$ cat config.mk
export PLATFORM = sky130hd
export DESIGN_NAME = wgt_fetch_unit_flat
export DESIGN_NICKNAME = d
export VERILOG_FILES = /design/src/rtl/wgt_pkg.sv /design/src/rtl/wgt_fetch_unit_if.sv /design/src/rtl/wgt_vec_reg.sv /design/src/rtl/wgt_fetch_unit.sv /design/src/flat_wrapper.sv
export SDC_FILE = /design/constraint.sdc
export NUM_CORES = 1
export LEC_CHECK = 0
export ABC_AREA = 1
export CORE_MARGIN = 2
export CORE_UTILIZATION = 50
export CTS_BUF_LIST = sky130_fd_sc_hd__clkbuf_2
export DETAILED_ROUTE_END_ITERATION = 8
export PLACE_DENSITY = 0.91
export SETUP_SLACK_MARGIN = 0.1
export SYNTH_ARGS = -nofsm -noshare
export SYNTH_HDL_FRONTEND = slang
export SYNTH_SLANG_ARGS = --single-unit
$ cat constraint.sdc
create_clock -name clk -period 2.5 [get_ports clk]
set_input_delay 0.625 -clock clk [delete_from_list [all_inputs] [get_ports clk]]
set_output_delay 0.625 -clock clk [all_outputs]
set_load 0.01 [all_outputs]
$ cat src/rtl/wgt_pkg.sv
// Shared types and defaults for the weight fetch path (also used by wgt_addr_controller).
package wgt_pkg;

  typedef enum logic [1:0] {
    StIdle = 2'd0,
    StFill = 2'd1,
    StFull = 2'd2
  } wgt_state_e;

  localparam int unsigned KernelSizeDef = 3;
  localparam int unsigned NoChannelDef  = 3;
  localparam int unsigned AddrWidthDef  = 11;
  localparam int unsigned DataWidthDef  = 8;

  function automatic int unsigned calc_no_wgt(int unsigned k, int unsigned c);
    return k * k * c;
  endfunction

  localparam int unsigned NoWgtDef    = calc_no_wgt(KernelSizeDef, NoChannelDef);
  localparam int unsigned CntWidthDef = $clog2(NoWgtDef + 1);

endpackage

$ cat src/rtl/wgt_fetch_unit_if.sv
// Address-in / SRAM / weight-vector bundle of wgt_fetch_unit.
// addr_err exists only when WGT_ADDR_CHECK_EN is defined.
interface wgt_fetch_unit_if
  import wgt_pkg::*;
#(
  parameter int unsigned ADDR_WIDTH = AddrWidthDef,
  parameter int unsigned DATA_WIDTH = DataWidthDef,
  parameter int unsigned NO_WGT     = NoWgtDef
);
  logic                         addr_valid;
  logic [ADDR_WIDTH-1:0]        wgt_addr;
  logic                         mem_rd_en;
  logic [ADDR_WIDTH-1:0]        mem_addr;
  logic [DATA_WIDTH-1:0]        mem_rdata;
  logic [NO_WGT*DATA_WIDTH-1:0] wgt_vec;
  logic                         wgt_valid;
  logic                         wgt_ack;
  logic                         overflow;
`ifdef WGT_ADDR_CHECK_EN
  logic                         addr_err;

  modport slave (
    input  addr_valid, wgt_addr, mem_rdata, wgt_ack,
    output mem_rd_en, mem_addr, wgt_vec, wgt_valid, overflow, addr_err
  );
  modport master (
    output addr_valid, wgt_addr, mem_rdata, wgt_ack,
    input  mem_rd_en, mem_addr, wgt_vec, wgt_valid, overflow, addr_err
  );
`else
  modport slave (
    input  addr_valid, wgt_addr, mem_rdata, wgt_ack,
    output mem_rd_en, mem_addr, wgt_vec, wgt_valid, overflow
  );
  modport master (
    output addr_valid, wgt_addr, mem_rdata, wgt_ack,
    input  mem_rd_en, mem_addr, wgt_vec, wgt_valid, overflow
  );
`endif
endinterface

$ cat src/rtl/wgt_vec_reg.sv
// Indexed-write weight register file with a flat packed output (element i at i*DataWidth).
module wgt_vec_reg #(
  parameter int unsigned NoWgt     = 27,
  parameter int unsigned DataWidth = 8,
  parameter int unsigned IdxWidth  = 5
) (
  input  logic                       clk_i,
  input  logic                       rst_ni,
  input  logic                       we_i,
  input  logic [IdxWidth-1:0]        idx_i,
  input  logic [DataWidth-1:0]       wdata_i,
  output logic [NoWgt*DataWidth-1:0] vec_o
);

  for (genvar i = 0; i < NoWgt; i++) begin : g_elem
    logic [DataWidth-1:0] elem_q;

    always_ff @(posedge clk_i or negedge rst_ni) begin
      if (!rst_ni) begin
        elem_q <= '0;
      end else if (we_i && (idx_i == IdxWidth'(i))) begin
        elem_q <= wdata_i;
      end
    end

    assign vec_o[i*DataWidth +: DataWidth] = elem_q;
  end

endmodule

$ cat src/rtl/wgt_fetch_unit.sv
// Turns a weight-address stream into SRAM reads and packs the returned words into one vector.
// Optional WGT_ADDR_CHECK_EN adds a sticky addr_err for non-consecutive addresses.
module wgt_fetch_unit
  import wgt_pkg::*;
#(
  parameter int unsigned KERNEL_SIZE = KernelSizeDef,
  parameter int unsigned NO_CHANNEL  = NoChannelDef,
  parameter int unsigned ADDR_WIDTH  = AddrWidthDef,
  parameter int unsigned DATA_WIDTH  = DataWidthDef
) (
  input logic             clk,
  input logic             rst_n,
  wgt_fetch_unit_if.slave bus
);

  localparam int unsigned NO_WGT    = calc_no_wgt(KERNEL_SIZE, NO_CHANNEL);
  localparam int unsigned CNT_WIDTH = $clog2(NO_WGT + 1);

  wgt_state_e           state_q, state_d;
  logic [CNT_WIDTH-1:0] issue_cnt_q, issue_cnt_d;
  logic [CNT_WIDTH-1:0] rcv_cnt_q, rcv_cnt_d;
  logic                 rd_pend_q, rd_pend_d;
  logic                 overflow_q, overflow_d;
  logic                 accept;

  always_ff @(posedge clk or negedge rst_n) begin
    if (!rst_n) begin
      state_q     <= StIdle;
      issue_cnt_q <= '0;
      rcv_cnt_q   <= '0;
      rd_pend_q   <= 1'b0;
      overflow_q  <= 1'b0;
    end else begin
      state_q     <= state_d;
      issue_cnt_q <= issue_cnt_d;
      rcv_cnt_q   <= rcv_cnt_d;
      rd_pend_q   <= rd_pend_d;
      overflow_q  <= overflow_d;
    end
  end

  always_comb begin
    accept      = bus.addr_valid && (state_q != StFull) && (issue_cnt_q < CNT_WIDTH'(NO_WGT));
    state_d     = state_q;
    issue_cnt_d = issue_cnt_q;
    rcv_cnt_d   = rcv_cnt_q;
    rd_pend_d   = accept;
    overflow_d  = overflow_q;

    if (accept) issue_cnt_d = issue_cnt_q + CNT_WIDTH'(1);
    if (rd_pend_q) rcv_cnt_d = rcv_cnt_q + CNT_WIDTH'(1);
    if (bus.addr_valid && !accept) overflow_d = 1'b1;

    unique case (state_q)
      StIdle: if (accept) state_d = StFill;
      StFill: begin
        // Last word lands this edge, so FULL is visible the cycle after it is stored.
        if (rd_pend_q && (rcv_cnt_q == CNT_WIDTH'(NO_WGT - 1))) begin
          state_d     = StFull;
          issue_cnt_d = '0;
          rcv_cnt_d   = '0;
        end
      end
      StFull: if (bus.wgt_ack) state_d = StIdle;
      default: state_d = StIdle;
    endcase
  end

  assign bus.mem_rd_en = accept;
  assign bus.mem_addr  = bus.wgt_addr;
  assign bus.wgt_valid = (state_q == StFull);
  assign bus.overflow  = overflow_q;

  wgt_vec_reg #(
    .NoWgt    (NO_WGT),
    .DataWidth(DATA_WIDTH),
    .IdxWidth (CNT_WIDTH)
  ) u_vec_reg (
    .clk_i  (clk),
    .rst_ni (rst_n),
    .we_i   (rd_pend_q),
    .idx_i  (rcv_cnt_q),
    .wdata_i(bus.mem_rdata),
    .vec_o  (bus.wgt_vec)
  );

`ifdef WGT_ADDR_CHECK_EN
  logic [ADDR_WIDTH-1:0] prev_addr_q;
  logic                  addr_err_q;

  // issue_cnt_q == 0 marks the first address of a vector, which has no predecessor.
  always_ff @(posedge clk or negedge rst_n) begin
    if (!rst_n) begin
      prev_addr_q <= '0;
      addr_err_q  <= 1'b0;
    end else if (accept) begin
      prev_addr_q <= bus.wgt_addr;
      if ((issue_cnt_q != '0) && (bus.wgt_addr != prev_addr_q + ADDR_WIDTH'(1))) begin
        addr_err_q <= 1'b1;
      end
    end
  end

  assign bus.addr_err = addr_err_q;
`endif

endmodule

$ cat src/flat_wrapper.sv
// flat-port wrapper written by rule: the top's interface ports become plain ports
module wgt_fetch_unit_flat import wgt_pkg::*;
#(
  parameter int unsigned KERNEL_SIZE = KernelSizeDef,
  parameter int unsigned NO_CHANNEL  = NoChannelDef,
  parameter int unsigned ADDR_WIDTH  = AddrWidthDef,
  parameter int unsigned DATA_WIDTH  = DataWidthDef
)
  (clk, rst_n, bus_addr_valid, bus_wgt_addr, bus_mem_rdata, bus_wgt_ack, bus_mem_rd_en, bus_mem_addr, bus_wgt_vec, bus_wgt_valid, bus_overflow);
  wgt_fetch_unit_if #(.ADDR_WIDTH(ADDR_WIDTH), .DATA_WIDTH(DATA_WIDTH)) bus_i ();
  input logic clk;
  input logic rst_n;
  input wire logic [$bits(bus_i.addr_valid)-1:0] bus_addr_valid;
  input wire logic [$bits(bus_i.wgt_addr)-1:0] bus_wgt_addr;
  input wire logic [$bits(bus_i.mem_rdata)-1:0] bus_mem_rdata;
  input wire logic [$bits(bus_i.wgt_ack)-1:0] bus_wgt_ack;
  output wire logic [$bits(bus_i.mem_rd_en)-1:0] bus_mem_rd_en;
  output wire logic [$bits(bus_i.mem_addr)-1:0] bus_mem_addr;
  output wire logic [$bits(bus_i.wgt_vec)-1:0] bus_wgt_vec;
  output wire logic [$bits(bus_i.wgt_valid)-1:0] bus_wgt_valid;
  output wire logic [$bits(bus_i.overflow)-1:0] bus_overflow;
  assign bus_i.addr_valid = bus_addr_valid;
  assign bus_i.wgt_addr = bus_wgt_addr;
  assign bus_i.mem_rdata = bus_mem_rdata;
  assign bus_i.wgt_ack = bus_wgt_ack;
  assign bus_mem_rd_en = bus_i.mem_rd_en;
  assign bus_mem_addr = bus_i.mem_addr;
  assign bus_wgt_vec = bus_i.wgt_vec;
  assign bus_wgt_valid = bus_i.wgt_valid;
  assign bus_overflow = bus_i.overflow;
  wgt_fetch_unit #(.KERNEL_SIZE(KERNEL_SIZE), .NO_CHANNEL(NO_CHANNEL), .ADDR_WIDTH(ADDR_WIDTH), .DATA_WIDTH(DATA_WIDTH)) u_core (.clk(clk), .rst_n(rst_n), .bus(bus_i));
endmodule
* Word level (Yosys, flattened, before mapping) *
Cells that the tools add are included.

cells by class
  add/subtract/negate cells = 2
  order comparisons = 1
  eq/ne operators = 32
  mux-type cells = 10
  reduce and logical (&&, ||, !) cells = 34

operators with widths
  operator                                             number
  equality test 5 bit, second input constant           11
  equality test 5 x 4 -> 1 bit, second input constant  8
  logical AND 1 bit                                    30
  2-to-1 mux 5 bit                                     6
  equality test 5 x 3 -> 1 bit, second input constant  4
  adder 5 x 1 -> 5 bit, second input constant          2
  equality test 5 x 2 -> 1 bit, second input constant  2
  2-to-1 mux 2 bit                                     3
  case mux 2 bit (3 select lines)                      1
  equality test 5 x 1 -> 1 bit, second input constant  1
  zero test 5 bit                                      1
  < comparator 5 bit, second input constant            1
  != test 2 x 1 -> 1 bit, second input constant        2
  != test 2 bit, second input constant                 2
  AND reduction 3 bit                                  1
  equality test 2 x 1 -> 1 bit, second input constant  1
  equality test 2 bit, second input constant           1
  zero test 2 bit                                      1
  zero test 1 bit                                      1

storage, ports and cells
  flip-flop bits (word level) = 230
  input bits = 23
  output and inout port bits = 230
  logic and storage cells = 111

* Depth between registers and ports, before layout *
Gate-level depths: netlist of run 1.

  word-level depth = 6
  gate-level depth with buffers = 9
  depth with buffers taken out = 9

* Hierarchy *
From an unflattened synthesis of run 1, not the netlist that was laid out.

unflattened totals
  cell total of the unflattened synthesis = 1092
  area total of the unflattened synthesis = 9442.8 µm²

modules (own cells, without submodules)
  module          instances  cells each  area an instance (µm²)  sequential area each (µm²)
  wgt_vec_reg     1          995         8655.8                  5405.2
  wgt_fetch_unit  1          97          787.0                   350.3

* Worst setup path after synthesis of run 1 *
Ideal clock, no wire load.

  path kind = input to output
  from = in bus_addr_valid
  to = out bus_mem_rd_en
  data arrival time = 1.147 ns
  required time = 1.875 ns
  path slack = 0.728 ns
  cell stages on the path = 4
  buffers on the path = 0
  cells stage by stage = inv_1 > a21oi_1 > nand2_1 > inv_1

on the way
  word-level cells in the longest chain between the ends = 2

RTL lines
  what                            line                  source
  from (decl)                     flat_wrapper.sv:13    input wire logic [$bits(bus_i.addr_valid)-1:0] bus_addr_valid;
  logical AND 1 bit (2 in a row)  wgt_fetch_unit.sv:43  accept = bus.addr_valid && (state_q != StFull) && (issue_cnt_q < CNT_WIDTH'(NO_WGT));
  to (decl)                       flat_wrapper.sv:17    output wire logic [$bits(bus_i.mem_rd_en)-1:0] bus_mem_rd_en;

Every way passes these cells.

* Final worst setup path of run 1 *
  from = reg u_core.u_vec_reg.g_elem[5].elem_q[3]
  to = out bus_wgt_vec[43]

RTL lines
  what                    line                source
  from (decl)             wgt_vec_reg.sv:16   logic [DataWidth-1:0] elem_q;
  from (signal assigned)  wgt_vec_reg.sv:22   elem_q <= wdata_i;
  to (decl)               flat_wrapper.sv:19  output wire logic [$bits(bus_i.wgt_vec)-1:0] bus_wgt_vec;

No word-level cell between the ends.

==> results of run 1 <==
cells in the final DEF (no fill, tap or decap), types with 18 or more instances in the layout:
master / count
sky130_fd_sc_hd__clkdlybuf4s50_1: 26
sky130_fd_sc_hd__o21ai_0: 157
sky130_fd_sc_hd__dfrtp_1: 230
sky130_fd_sc_hd__a21oi_1: 59
sky130_fd_sc_hd__dlymetal6s2s_1: 154
sky130_fd_sc_hd__dlygate4sd2_1: 47
sky130_fd_sc_hd__clkbuf_2: 75
sky130_fd_sc_hd__clkinv_1: 18
sky130_fd_sc_hd__inv_1: 29
sky130_fd_sc_hd__nor2_1: 68
sky130_fd_sc_hd__nand2_1: 197
state kept, by name, summed over array words and instances (netlist names):
signal,flops
u_core.u_vec_reg.g_elem.elem_q,216
u_core.issue_cnt_q,5
u_core.state_q,2
u_core.bus.overflow,1
u_core.rd_pend_q,1
u_core.rcv_cnt_q,5
power by group through the flow:
stage	clock, uW	sequential (uW)	combinational, uW
2_1_floorplan	0	6930	1910
3_3_place_gp	0	6250	6120
3_5_place_dp	0	6340	6350
4_1_cts	2320	6270	6190
5_1_grt	2540	6420	6510
6_report	2270	6260	5970
repair_timing:
action                                 in CTS  in global routing
setup endpoints to repair                  49                156
buffers inserted                            1                  3
hold buffers                                1                  0
pin swaps                                   0                  1
endpoints found under the hold margin      59                  0
resized for setup                          55                157
worst paths after layout:
kind                       slack, ns                                              from                                                end  cells past startpoint
setup / recovery                0.15  u_core.u_vec_reg.g_elem[5].elem_q[3]$_DFFE_PN0P_                                    bus_wgt_vec[43]                      1
hold / removal                  0.34                                             rst_n  u_core.u_vec_reg.g_elem[15].elem_q[2]$_DFFE_PN0P_                      2
setup reg to reg                0.53                     u_core.rcv_cnt_q[0]$_DFF_PN0_                    u_core.issue_cnt_q[1]$_DFF_PN0_                      9
hold reg to reg                 0.49  u_core.u_vec_reg.g_elem[2].elem_q[7]$_DFFE_PN0P_   u_core.u_vec_reg.g_elem[2].elem_q[7]$_DFFE_PN0P_                      2
max in group asynchronous       1.31                                             rst_n  u_core.u_vec_reg.g_elem[18].elem_q[6]$_DFFE_PN0P_                      3
min in group clk                0.39                                       bus_wgt_ack                      u_core.state_q[1]$_DFFE_PN0P_                      2
routing by layer:
metal,up-vias,global-route usage,share of wire
li1,3289,-,-
met1,3472,0.324,0.39
met2,310,0.426,0.50
met3,81,0.0705,0.071
met4,0,0.126,0.044
met5,-,0,0
cells in the mapped netlist:
| cell | instances | area, sq um |
|---|---|---|
| sky130_fd_sc_hd__nor2_2 | 3 | 18.8 |
| sky130_fd_sc_hd__inv_1 | 31 | 116 |
| sky130_fd_sc_hd__nand2_2 | 5 | 31.3 |
| sky130_fd_sc_hd__nand3_1 | 8 | 40.0 |
| sky130_fd_sc_hd__dfrtp_1 | 230 | 5760 |
| sky130_fd_sc_hd__clkbuf_1 | 19 | 71.3 |
| sky130_fd_sc_hd__o21bai_1 | 1 | 7.51 |
| sky130_fd_sc_hd__nor2_4 | 4 | 45.0 |
| sky130_fd_sc_hd__nand2_4 | 5 | 56.3 |
| sky130_fd_sc_hd__nand2_1 | 198 | 743 |
| sky130_fd_sc_hd__inv_2 | 5 | 18.8 |
| sky130_fd_sc_hd__buf_6 | 3 | 33.8 |
| sky130_fd_sc_hd__nor3_1 | 1 | 5.00 |
| sky130_fd_sc_hd__buf_2 | 8 | 40.0 |
| sky130_fd_sc_hd__ha_1 | 6 | 75.1 |
| sky130_fd_sc_hd__a21oi_1 | 60 | 300 |
| sky130_fd_sc_hd__o21ai_1 | 8 | 40.0 |
| sky130_fd_sc_hd__xor2_1 | 3 | 26.3 |
| sky130_fd_sc_hd__nor3_4 | 4 | 65.1 |
| sky130_fd_sc_hd__nor2_1 | 68 | 255 |
| sky130_fd_sc_hd__nand4_1 | 1 | 6.26 |
| sky130_fd_sc_hd__buf_4 | 25 | 188 |
| sky130_fd_sc_hd__o21ai_0 | 157 | 786 |
kinds of logic after synthesis:
family,Yosys count,synth area share
flops,230,0.660
xor+xnor,3,0.00301
compound gates,226,0.130
fa+ha+maj,6,0.00860
simple gates,297,0.145
buf+inv,91,0.0536
per-stage QoR:
step	instance area (sq um)	utilization	total power (uW)	setup TNS, ns
2_1_floorplan	8720	-	8830	0
3_3_place_gp	11100	0.647	12400	-0.190
3_5_place_dp	11100	0.647	12700	-0.207
4_1_cts	11500	0.671	14800	0
5_1_grt	11900	0.695	15500	0
6_report	11900	0.695	14500	0
layout make-up:
class | instances | area [sq um]
Antenna cell | 1 | 2.50
Clock buffer | 75 | 375
Clock inverter | 21 | 82.6
Fill cell | 1213 | 5230
Inverter | 36 | 135
Multi-Input combinational cell | 532 | 2510
Sequential cell | 230 | 5760
Tap cell | 225 | 282
Timing Repair Buffer | 249 | 2810
==> run summary, run 1 <==
The data required time of the worst path was 1.88 ns. The synthesis-stage register bit count was 230; the overall track demand over capacity in global routing was 0.261. The tools report the worst clock skew as 0.0384 ns. The highest ir drop seen on vdd came out at 0.000575 V. For this block, the initial DRC count from the detailed router was 439.

The number of global-route vias before repair was 7028. The largest driver fanout on the critical path was 2. For the setup-violating endpoint count in the final report, the log shows 0.

The path type of the worst setup path was register to primary output. The fraction of power spent switching nets came out at 0.380. The power share of the sequential group is 0.432. The routed layout has 7152 vias. The share of the yosys chip area belonging to registers came out at 0.660. Wires add up to 25.4 mm. The tools report the half-perimeter wire length of the detailed placement result as 15.6 mm. The worst slack at placement is -0.207 ns.

At the worst endpoint, the arrival time is 1.73 ns. The cell sitting at the root of the clock tree is a sky130_fd_sc_hd__clkbuf_2. The floorplan step set the die width to 136 microns.

For the worst-skew pair, the clock arrives at the later sink with an insertion delay of 0.80 ns. Dividing the detail-routed via count by the number of cells gives 5.22. During placement, the flow inserted port buffers numbering 230.

The Yosys step of the flow raised 0 warnings. 253 I/O pins were placed. The initial cell density of the core was 0.508.

In this run the power spent charging and discharging nets is 5510 uW. The flow ran to the end, and the final reports show no timing, DRC or antenna violations. Dividing the detail-routed wire length by the instance count gives 18.5 microns.

The standard cell core area is 0.0172 sq mm, and the upper clock frequency limit is 425 MHz. Mean instance size in the synthesized netlist: 10.2 sq um. At the pin with the least slew margin, the transition time is 0.628 ns. In the routed design, unresolved DRC markers number 0. When the netlist entered floorplanning its net count stood at 882. In this run the worst hold path is classified as primary input to async pin. The netlist area before placement came out at 0.00872 sq mm. The leakage power figure came out at 0.00633 uW.

On the critical path the largest part of the delay comes from buffers and inverters. After layout, the minimum clock period comes to 2.35 ns. The logs give 0.0185 sq mm for the area of the die and 37.0 mm for the global-route wire length before repair. Measured along the y axis, the die boundary spans 136 microns. For the final number of hold-violating endpoints, the log shows 0. The pin count of the biggest net entering global routing came out at 64. The number of sinks handled by clock tree synthesis was 230; the number of nets in the layout was 1132.

CTS built an H-tree with a depth of 2. The initial antenna violation count is 1. Setup repair after global routing could not meet its margin everywhere. The congestion estimate from routability-driven global placement came to 0.875.

The detail route stage leaves a number of antenna-violating nets equal to 0. The longest clock path from root to sink contains 3 buffers. Synthesis handed over a netlist of 853 instances. The delay of the slowest cell on the worst path works out to 0.58 ns.

The synthesized netlist contains 23 unique library cells. The signal on the critical path passes through clkdlybuf4s50_1. The proportion of power drawn by the clock network came out at 0.157. The share of the cycle needed by the critical path after routing was 0.941; the combinational power share was 0.412.

The tools report the total count of max-transition violations in the final report as 0. The share of post-route cells with drive strength above 1 was 0.112. The category of the worst setup path launch point was a register. On the critical path, the stage with the largest delay is an instance of sky130_fd_sc_hd__clkdlybuf4s50_1.

The relative slew slack is 0.580, and the number of buffers and inverters on the critical path is 1. The pre-antenna-repair detailed-routing pass consisted of 5 iterations. After layout, the worst setup slack is 0.149 ns. Global routing finished with a remaining overflow of 0. The total internal power is 8990 uW, and the clock-pin slew of the registers on the worst-case setup and hold paths is 0.12 ns. The tightest hold path in the finished design has a slack of 0.338 ns.

Counting the buffers created by CTS gives 54. In this run the core area contains 48 standard-cell rows. TritonCTS built the clock tree.

Compared with the post-synthesis result, the final layout area differs by 36.9%. The ratio of total power to cell area works out to 1210 mW/mm^2. After the flow finishes, the layout carries non-filler instances totaling 1369.

Including well taps, the total number of placed cells is 1267. The type of element capturing the critical path is a primary output. Across the run, the number of max-cap violations was 0.
No activity file was read; power rests on OpenSTA's default activity.
==> run 2: changes to the inputs <==
--- a/config.mk
+++ b/config.mk
@@ -5,12 +5,11 @@
 export SDC_FILE = /design/constraint.sdc
 export NUM_CORES = 1
 export LEC_CHECK = 0
-export ABC_AREA = 1
 export CORE_MARGIN = 2
 export CORE_UTILIZATION = 50
 export CTS_BUF_LIST = sky130_fd_sc_hd__clkbuf_2
 export DETAILED_ROUTE_END_ITERATION = 8
-export PLACE_DENSITY = 0.91
+export PLACE_DENSITY = 0.9
 export SETUP_SLACK_MARGIN = 0.1
 export SYNTH_ARGS = -nofsm -noshare
 export SYNTH_HDL_FRONTEND = slang
==> run 2 against run 1 <==
Compared with the run above:
- utilization decreased by 0.72 points
- final cell count is 19% lower
- count of clock-buffer cells in the layout down 2
- clock power barely moved
- clock skew up 0.031 ns
- highest routed layer unchanged
==> run summary, run 2 <==
The routed length per placed instance works out to 20.9 microns (+13%). The top metal layer carrying routed signals is met4. The tools report the data required time of the worst path as 1.88 ns (about the same). The total wire length was 23.2 mm (-8.4%).

The setup TNS came out at 0 ns (unchanged). The slowest stage cell on the critical path is sky130_fd_sc_hd__dfrtp_2. The overall track demand over capacity in global routing was 0.237 (-0.0241); the synthesized instance count was 579 (-32%).

Die extent in x: 138 microns (+1.7%). STA classifies the critical path startpoint as a register. The number of placement rows came out at 49 (+2.1%).

The largest registers in the layout are u_core.u_vec_reg.g_elem.elem_q x216, u_core.issue_cnt_q x5, u_core.rcv_cnt_q x5. The share of post-route cells with drive strength above 1 works out to 0.397 (+0.285). The critical path goes through a21oi_4 -> o211a_1 -> buf_2. The ratio of total power to cell area came out at 1180 mW/mm^2 (-2.6%).

The tools report the number of nets in the layout as 884 (-22%). The half-perimeter wire length of the detailed placement result was 14.9 mm (-4.7%). The path type of the worst setup path was register to primary output. The arrival time of the worst setup path was 1.71 ns (-0.02 ns). The number of CTS-inserted buffers was 54 (unchanged); the H-tree level count was 2 (unchanged). Total iterations of the first detailed-routing run: 4 (-1).

From synthesis to final layout, the design area changed by 35.9%. DRC violation count after routing: 0 (unchanged). After synthesis, the cell types taking the most area are sky130_fd_sc_hd__dfrtp_1 64%, sky130_fd_sc_hd__mux2_2 27%, sky130_fd_sc_hd__buf_4 1.0%, sky130_fd_sc_hd__ha_1 0.83%, sky130_fd_sc_hd__nand2_2 0.76%.

The delay of the slowest cell on the worst path is 0.43 ns (-0.15 ns). The DRC marker count from the first detailed-route iteration is 155 (-65%), and the share of the cycle needed by the critical path after routing is 0.933 (-0.00791). For the total via count after detailed routing, the log shows 5956 (-17%).

The proportion of power drawn by the clock network is 0.158 (about the same). The number of I/O pins is 253 (unchanged), and the share of flip-flops with an asynchronous set or reset after synthesis is 1.00 (unchanged). The mean instance size in the synthesized netlist works out to 15.6 sq um (+53%). The vertical die dimension was 138 microns (+1.7%); the largest driver fanout on the critical path was 3 (+1).

The number of nets with antenna violations after routing is 0 (unchanged), and the share of the yosys chip area belonging to registers is 0.637 (-0.0226). The slew at the pin closest to its max-slew limit was 0.559 ns (-0.0687 ns). Master cell of the clock root buffer: sky130_fd_sc_hd__clkbuf_2. The sum of met2 wire segment lengths after detailed routing is 11.1 mm (-12%), and the leakage power figure is 0.00678 uW (+7.0%).

The tools report the upper clock frequency limit as 429 MHz (+0.85%). For the area of the die, the log shows 0.0192 sq mm (+3.4%). The tools report the initial cell density of the core as 0.506 (-0.00159). Final number of hold-violating endpoints: 0 (unchanged). The highest ir drop seen on vdd is 0.000760 V (+32%).

The clock-pin slew of the registers on the worst-case setup and hold paths was 0.13 ns (about the same). The class of the worst hold path is primary input to async pin. The run gives -0.0150 ns (+0.191 ns) as the worst slack at placement. The tools report the setup-violating endpoint count in the final report as 0 (unchanged). The number of buffers inserted by port buffering came out at 230 (unchanged). The run finished with clean final reports.

The logs give 0.409 (-0.003) for the combinational power share and 230 (unchanged) for the number of sinks handled by clock tree synthesis. Clock latency of the later-clocked register in the worst-skew pair: 0.84 ns (+0.04 ns). The proportion of netlist area held by the largest area contributor was 0.637 (-0.0226). The number of global-route vias before repair was 6390 (-9.1%); the maximum clock insertion buffer count was 3 (unchanged).

The run gives 35.9 mm (-2.8%) as the global-route wire length before repair. The tools report the total count of max-transition violations in the final report as 0 (unchanged). The placer's final routability congestion estimate came out at 0.806 (-7.8%). The commonest cells after synthesis are 230 x sky130_fd_sc_hd__dfrtp_1, 213 x sky130_fd_sc_hd__mux2_2, 18 x sky130_fd_sc_hd__clkbuf_1.

Among all cell types in the netlist, the one instantiated most often is sky130_fd_sc_hd__dfrtp_1. Leaving out fill and tap cells, the most frequent cell in the layout is sky130_fd_sc_hd__dfrtp_1. The standard cell core area was 0.0178 sq mm (+3.9%); the fraction of power spent switching nets was 0.339 (-0.0411).

The library cell with the largest summed area after synthesis is sky130_fd_sc_hd__dfrtp_1. TritonCTS built the clock tree. The number of flip-flops under the largest register name works out to 216 (unchanged). The relative slew slack was 0.627 (+0.0471).

The number of flops mapped to enable cells by yosys was 0 (unchanged); the clock period minus worst slack was 2.33 ns (-0.0198 ns). The pin count of the biggest net entering global routing is 71 (+11%), and the total met3 wirelength after detailed routing is 2.16 mm (+20%). The tools report the total internal power as 9590 uW (+6.7%). The library cells used most frequently in the layout, excluding fill and tap cells, are 228 x sky130_fd_sc_hd__dfrtp_1, 213 x sky130_fd_sc_hd__mux2_2, 114 x sky130_fd_sc_hd__dlymetal6s2s_1.

The post-detailed-route via-to-cell ratio is 5.35 (+2.3%). The netlist area before placement came out at 0.00903 sq mm (+3.5%). The dominant delay contributor by cell family on the critical path was flip-flops. The wire length on met1 was 9.37 mm (-5.3%); the synthesis-stage register bit count was 230 (unchanged). The number of buffers and inverters on the critical path is 1 (unchanged). Setup repair after global routing could not meet its margin everywhere. The register with the most flip-flops was u_core.u_vec_reg.g_elem.elem_q. The tools report the total net switching power as 4920 uW (-11%). The initial antenna violation count came out at 1 (unchanged). The number of maximum-capacitance constraint violations is 0 (unchanged).

The logs give 608 (-31%) for the synthesized netlist net count and 0 (unchanged) for the count of synthesis-stage warnings from yosys. Primary flip-flop cell chosen by synthesis mapping: sky130_fd_sc_hd__dfrtp_1. The worst setup path is captured at a primary output.

The run gives 0 (unchanged) as the overflow left after global routing. The power share of the sequential group was 0.433 (about the same). The tools report the setup slack after layout as 0.168 ns (+0.0198 ns).

The tools report the number of unique standard cell types used by synthesis as 38 (+65%). The worst clock skew was 0.0698 ns (+0.0314 ns).
==> run 2: cell count changes after synthesis, moves of 13 or more <==
cell	delta
sky130_fd_sc_hd__inv_1	-25
sky130_fd_sc_hd__nand2_1	-193
sky130_fd_sc_hd__mux2_2	+213
sky130_fd_sc_hd__o21ai_0	-152
sky130_fd_sc_hd__a21oi_1	-56
sky130_fd_sc_hd__nor2_1	-62
sky130_fd_sc_hd__buf_4	-13
==> run 2: what timing repair did <==
action,CTS,global route
endpoints found under the hold margin,62,0
endpoints found under the setup margin,103,116
gates resized for setup,113,116
setup buffers,5,4
hold buffers,1,0
gates cloned,0,0
==> run 2: final timing paths <==
kind	start	end	slack, ns	cells past startpoint
max in group asynchronous	rst_n	u_core.u_vec_reg.g_elem[6].elem_q[0]$_DFFE_PN0P_	1.38	3
worst max-delay path	u_core.issue_cnt_q[0]$_DFF_PN0_	bus_mem_rd_en	0.17	3
min in group clk	bus_wgt_ack	u_core.state_q[1]$_DFFE_PN0P_	0.41	2
worst min-delay path	rst_n	u_core.u_vec_reg.g_elem[19].elem_q[1]$_DFFE_PN0P_	0.33	2
worst max register to register	u_core.rcv_cnt_q[0]$_DFF_PN0_	u_core.u_vec_reg.g_elem[2].elem_q[6]$_DFFE_PN0P_	0.34	5
worst min register to register	u_core.bus.overflow$_DFFE_PN0P_	u_core.bus.overflow$_DFFE_PN0P_	0.49	1
==> run 2: power groups by stage <==
stage                     logic [uW]  registers [uW]  clock network (uW)
after floorplan                 2060            6980                   0
after global placement          6350            6310                   0
after detailed placement        6520            6410                   0
after CTS                       6180            6300                2340
after global routing            6330            6490                2560
final                           5930            6280                2300
==> run 2: per-layer routing <==
metal  track usage  up-vias
met5             0        -
met4        0.0768        0
met3        0.0935       49
met2         0.376      248
met1         0.302     3052
li1              -     2607
==> run 2: layout make-up <==
type | count | area (sq um)
antenna | 1 | 2.50
clock buffer | 73 | 365
clock inverter | 12 | 76.3
fill | 1220 | 5560
inverter | 6 | 22.5
multi-input combinational | 304 | 3060
sequential | 230 | 5760
tap | 229 | 287
timing repair buffer | 259 | 2710
==> run 2: cells by family (layout without fill, tap and decap cells) <==
family	after synthesis	in the layout	synth area share
AOI/OAI and AO/OA	20	20	0.0147
xor gates and xnor gates	2	2	0.00194
adders and majority gates	6	6	0.00831
buffers and inverters	45	350	0.0263
DFF	230	230	0.637
muxes	220	220	0.274
other	0	1	0
and+or+nand+nor	56	56	0.0380
==> run 2: worst reg2reg max path, delay by kind of cell, from the launching register on <==
family / cells / cell delay (ns)
buffers and inverters: 1 / 0.11
flip-flops: 1 / 0.45
multiplexers: 1 / 0.35
AND/OR/NAND/NOR: 2 / 0.85
adder cells (fa/ha/maj): 1 / 0.28
==> run 2: metrics by stage <==
step,utilization,std cells,hold WS (ns),total power [uW],area (sq um)
after floorplan,-,579,0.329,9040,9030
after global placement,0.649,1018,0.432,12700,11600
after detailed placement,0.649,1018,0.438,12900,11600
after CTS,0.671,1109,0.286,14800,12000
after global routing,0.688,1114,0.294,15400,12300
final,0.688,1114,0.328,14500,12300
==> run 3: changes to the inputs <==
--- a/config.mk
+++ b/config.mk
@@ -9,7 +9,7 @@
 export CORE_UTILIZATION = 50
 export CTS_BUF_LIST = sky130_fd_sc_hd__clkbuf_2
 export DETAILED_ROUTE_END_ITERATION = 8
-export PLACE_DENSITY = 0.9
+export PLACE_DENSITY = 0.86
 export SETUP_SLACK_MARGIN = 0.1
 export SYNTH_ARGS = -nofsm -noshare
 export SYNTH_HDL_FRONTEND = slang
==> run 3 against run 2 <==
Compared with the run above:
- wire length grew 0.30%
- setup slack lost 0.063 ns
- final cell count up 0.54%
- count of clock-buffer cells in the layout grew 3
- highest routed layer unchanged
- sequential share of layout area increased by 0.55 points
- global-route usage increased by 0.39 points
- first-iteration DRC count grew 19%
- largest power group unchanged
==> run summary, run 3 (synthesis results as in run 2) <==
The run finished with clean final reports. The clock period minus worst slack works out to 2.39 ns (+0.0630 ns). The clock latency of the later-clocked register in the worst-skew pair is 0.84 ns (about the same), and the arrival time of the worst setup path is 1.77 ns (+0.06 ns). The category of the worst setup path launch point was a register. The library cell used most frequently in the layout, excluding fill and tap cells, is sky130_fd_sc_hd__dfrtp_1.

The standard cell core area came out at 0.0178 sq mm (unchanged). Layout filler cell count: 1301 (+6.6%). Number of sinks handled by clock tree synthesis: 230 (unchanged). From synthesis to final layout, the design area changed by 34.3%. The number of maximum-capacitance constraint violations was 0 (unchanged); the number of CTS-inserted buffers was 56 (+3.7%). The upper clock frequency limit was 418 MHz (-2.6%). The placer's final routability congestion estimate is 0.835 (+3.6%), and the slew at the pin closest to its max-slew limit is 0.600 ns (+0.0410 ns).

Worst slack at placement: 0.0112 ns (+0.0262 ns). The critical path in this run is classified as register to primary output. The total wire length is 23.3 mm (+0.30%). The setup slack after layout was 0.105 ns (-0.0630 ns). The share of the cycle needed by the critical path after routing came out at 0.958 (+0.0252). The master cell of the clock root buffer is sky130_fd_sc_hd__clkbuf_2. The final number of hold-violating endpoints is 0 (unchanged), and the share of post-route cells with drive strength above 1 is 0.394 (-0.00268). The DRC marker count from the first detailed-route iteration was 185 (+19%).

The tightest min-delay check is of the primary input to register type. The logs give 0 (unchanged) for the number of nets with antenna violations after routing and 3 (unchanged) for the maximum clock insertion buffer count. The tools report the number of I/O pins as 253 (unchanged). The number of cells traversed by the worst register-to-register path works out to 5 (unchanged). The ratio of total power to cell area was 1200 mW/mm^2 (+1.4%); the leakage power figure was 0.00638 uW (-5.8%). Register with the most flip-flops: u_core.u_vec_reg.g_elem.elem_q. The number of flip-flops under the largest register name was 216 (unchanged); the summed area of non-filler cells in the final layout was 0.0121 sq mm (-1.2%).

The initial cell density of the core was 0.506 (unchanged); the die extent in x was 138 microns (unchanged). The number of buffers inserted by port buffering was 230 (unchanged). Data required time of the worst path: 1.88 ns (about the same). The run gives 0 (unchanged) as the DRC violation count after routing. The tools report the setup-violating endpoint count in the final report as 0 (unchanged). For the instance area at placement, the log shows 0.0116 sq mm (about the same).

The vertical die dimension works out to 138 microns (unchanged). The area of the die came out at 0.0192 sq mm (unchanged). The number of placement rows was 49 (unchanged); the hold-critical path depth was 2. The tools report the worst clock skew as 0.0844 ns (+0.0145 ns).

The overall track demand over capacity in global routing came out at 0.241 (+0.00388). The largest driver fanout on the critical path is 4 (+1), and the number of nets in the layout is 883 (-0.11%). For the total count of max-transition violations in the final report, the log shows 0 (unchanged). In the layout the commonest cells are 229 x sky130_fd_sc_hd__dfrtp_1, 213 x sky130_fd_sc_hd__mux2_2, 149 x sky130_fd_sc_hd__dlygate4sd2_1. The largest registers in the layout are u_core.u_vec_reg.g_elem.elem_q x216, u_core.issue_cnt_q x5, u_core.rcv_cnt_q x5. Overflow left after global routing: 0 (unchanged).

The half-perimeter wire length of the detailed placement result came out at 15.4 mm (+3.4%). The clock-pin slew of the registers on the worst-case setup and hold paths is 0.11 ns (-0.02 ns), and the initial antenna violation count is 1 (unchanged). The total via count after detailed routing is 5986 (+0.50%), and the total iterations of the first detailed-routing run is 4 (unchanged). Setup repair after global routing could not meet its margin everywhere.

The highest ir drop seen on vdd is 0.000714 V (-6.1%). The run gives 0.600 (-0.0273) as the relative slew slack. The routed length per placed instance is 20.8 microns (-0.24%).

The tools report the global-route wire length before repair as 36.3 mm (+1.1%). TritonCTS built the clock tree. H-tree level count: 2 (unchanged).

The post-detailed-route via-to-cell ratio is 5.34 (about the same). The number of global-route vias before repair is 6475 (+1.3%). The worst setup path is captured at a primary output. The pin count of the biggest net entering global routing is 75 (+5.6%).
run 3: what timing repair did:
| item | 4_1_cts | 5_1_grt |
|---|---|---|
| setup buffers | 4 | 5 |
| endpoints found under the setup margin | 151 | 69 |
| endpoints found under the hold margin | 69 | 0 |
| pin swaps | 0 | 1 |
| resized for setup | 161 | 70 |
| hold buffers | 1 | 0 |
run 3: report_power, final:
part	internal (uW)	leakage, uW	total (uW)	switching [uW]
sequential	5360	0.00279	6340	981
combinational	3250	0.00323	5820	2570
clock	923	0.000362	2380	1460
run 3: path summary, 6_finish.rpt:
check | from | to | slack (ns)
hold reg to reg | u_core.bus.overflow$_DFFE_PN0P_ | u_core.bus.overflow$_DFFE_PN0P_ | 0.49
max in group asynchronous | rst_n | u_core.u_vec_reg.g_elem[21].elem_q[4]$_DFFE_PN0P_ | 1.44
setup reg to reg | u_core.rcv_cnt_q[0]$_DFF_PN0_ | u_core.u_vec_reg.g_elem[0].elem_q[2]$_DFFE_PN0P_ | 0.34
hold / removal | bus_wgt_ack | u_core.state_q[1]$_DFFE_PN0P_ | 0.35
setup / recovery | u_core.issue_cnt_q[1]$_DFF_PN0_ | bus_mem_rd_en | 0.11
min in group asynchronous | rst_n | u_core.u_vec_reg.g_elem[22].elem_q[0]$_DFFE_PN0P_ | 0.38
run 3: final cells by class:
type / instances / area (sq um) / area share
diodes: 1 / 2.50 / 0.000206
clock buffers: 76 / 380 / 0.0313
clock inverters: 18 / 100 / 0.00825
inverters: 6 / 22.5 / 0.00186
multi-input cells: 304 / 3050 / 0.252
flip-flops and latches: 230 / 5760 / 0.474
well taps: 229 / 287 / 0.0236
repair buffers: 256 / 2530 / 0.209
run 3: per-stage QoR:
step	utilization	total power (uW)	TNS, ns	hold WS, ns	cells
global placement	0.649	12700	-0.0160	0.429	1015
floorplan	-	9040	0	0.329	579
detailed placement	0.649	13000	0	0.442	1015
CTS	0.668	14700	0	0.280	1114
finish	0.680	14500	0	0.354	1120
global route	0.680	15400	-0.0480	0.260	1120
run 3: worst max-delay path: stages (launching register included):
cell                      delay, ns
sky130_fd_sc_hd__dfrtp_1       0.44
sky130_fd_sc_hd__a21oi_2       0.20
sky130_fd_sc_hd__o211a_1       0.20
sky130_fd_sc_hd__buf_6         0.12
run 3: metal layers:
metal / GRT usage / vias up / routed length (microns)
met5: 0 / - / 0
met4: 0.0747 / 0 / 440
met3: 0.0966 / 42 / 2280
met2: 0.395 / 268 / 11100
met1: 0.296 / 3061 / 9450
li1: - / 2615 / -
==> RTL change: new RTL, flow settings as in run 3 <==
Encoding of `wgt_state_e`: now one-hot (3 bits for 3 states).
--- a/src/rtl/wgt_pkg.sv
+++ b/src/rtl/wgt_pkg.sv
@@ -1,10 +1,10 @@
 // Shared types and defaults for the weight fetch path (also used by wgt_addr_controller).
 package wgt_pkg;
 
-  typedef enum logic [1:0] {
-    StIdle = 2'd0,
-    StFill = 2'd1,
-    StFull = 2'd2
+  typedef enum logic [2:0] {
+    StIdle = 3'b001,
+    StFill = 3'b010,
+    StFull = 3'b100
   } wgt_state_e;
 
   localparam int unsigned KernelSizeDef = 3;
Check against the original RTL: no difference found for any inputs over 10 cycles, from zero or initial values and one cycle with rst_n low; not proved beyond that.
==> RTL change against run 3 <==
- the flow now finishes with violations (negative setup slack)
- via count rose by 1.1%
- clock power fell by 2%
- wire length rose by 3.8%
- combinational power rose by 11%
- highest routed layer unchanged
- setup slack got worse by 0.12 ns
- sequential cell count rose by 1
- largest power group unchanged
- cell area rose by 2.9%
- synthesized area rose by 1.6%
- critical path type unchanged
- power rose by 5.3%
==> RTL change: results (changes against run 3) <==
Parameter                              Value

Outcome
  Run status ... complete, but fails checks
  Failing checks ... negative setup slack

STA
  Max transition margin ... 62.4% (+2.4 points)
  Total Neg Setup Slack ... -0.0183 ns (-0.0183 ns)
  Worst slack on hold paths ... 0.369 ns (+0.0154 ns)
  Final setup margin ... -0.0183 ns (-0.124 ns)
  Period Utilization, post-route ... 101% (+4.9 points)
  Final setup fails ... 1 (+1)

Yosys
  Multiplexer fraction of the synthesized cell area ... 27.0% (-0.32 points)
  Cell count after synthesis ... 591 (+2.1%)
  Synthesized Nets ... 620 (+2.0%)
  Fraction of the yosys area taken by sequential cells ... 63.0% (-0.75 points)
  Leading cell types by count after synthesis ... sky130_fd_sc_hd__dfrtp_1, sky130_fd_sc_hd__mux2_2, sky130_fd_sc_hd__nand2_2, sky130_fd_sc_hd__clkbuf_1, sky130_fd_sc_hd__buf_4
  Adder-cell share of the synthesized area ... 0.818% (-0.013 points)
  Compound-cell area share of the yosys netlist ... 1.49% (+0.017 points)
  Fraction of synthesized cell area in xor and xnor cells ... 0.286% (+0.092 points)
  Biggest area contributors in the synthesized netlist ... sky130_fd_sc_hd__dfrtp_1, sky130_fd_sc_hd__mux2_2, sky130_fd_sc_hd__nand2_2, sky130_fd_sc_hd__buf_4, sky130_fd_sc_hd__mux2_1

Global routing
  Number of global-route vias before repair ... 6572 (+1.5%)
  Global routing usage summed across all routing layers ... 24.7% (+0.58 points)
  Maximum number of pins on one net before global-route repair ... 65 (-13%)
  First-pass GRT wire length ... 37.6 mm (+3.5%)

Power and ir drop
  Net load switching power ... 0.00530 W (+5.8%)

Setup path
  Kind of cell with the highest combined delay on the critical path ... compound AO/OA/AOI/OAI gates
  Biggest cell delay along the critical path ... 0.41 ns (-0.03 ns)
  Crit Reg-Reg Endpoint ... u_core.issue_cnt_q[4]
  Worst-path maximum fanout ... 2 (-2)

Final layout
  Relative area of non-clock buffer cells in the final design ... 21.9% (+1.0 points)
  Inverters ... 8 (+2)
  Filler Cell Count ... 1232 (-5.3%)
  Fraction of area in clock buffers and inverters ... 4.02% (+0.059 points)
  Share of layout cells above drive strength 1 ... 39.6% (+0.17 points)
  Fraction of area in registers ... 46.3% (-1.1 points)
  Area grow syn2layout ... 35.9%

Drt
  Total wire length after detailed routing ... 24.2 mm (+3.8%)
  Drt first-iter violations ... 293 (+58%)
  Average routed wire per standard cell ... 21.2 um (+1.6%)
  Total via count after detailed routing ... 6050 (+1.1%)

CTS
  Number of sinks on the clock net ... 231 (+0.43%)
  Num CTS Buffers ... 57 (+1.8%)

Placement
  Placed cells ... 1023 (+0.79%)
  Final RePlAce weighted congestion ... 0.802 (-4.0%)
  Placement Cell Area ... 11700 um^2 (+1.3%)

Worst hold path
  Type of the tightest min-delay check ... primary input to async pin
RTL change: what timing repair did:
item | CTS | global route
resized for setup | 99 | 98
buffers inserted | 8 | 4
endpoints found under the hold margin | 58 | 0
pin swaps | 3 | 2
setup endpoints to repair | 88 | 99
hold buffers | 1 | 0
RTL change: power by group through the flow:
stage / Clock [W] / Sequential [W] / Combinational [W]
after floorplan: 0 / 0.00717 / 0.00217
after global placement: 0 / 0.00649 / 0.00678
after detailed placement: 0 / 0.00664 / 0.00698
after CTS: 0.00240 / 0.00651 / 0.00667
after global routing: 0.00263 / 0.00670 / 0.00688
final: 0.00233 / 0.00650 / 0.00648
RTL change: layer usage:
layer  part of all wire (%)  wire, um  up-vias  GRT usage, %
met5                      0         0        -             0
met4                    1.9       459        0          6.96
met3                    7.5      1810       41          7.47
met2                     50     12100      225          42.0
met1                     41      9850     3124          30.8
li1                       -         -     2660             -
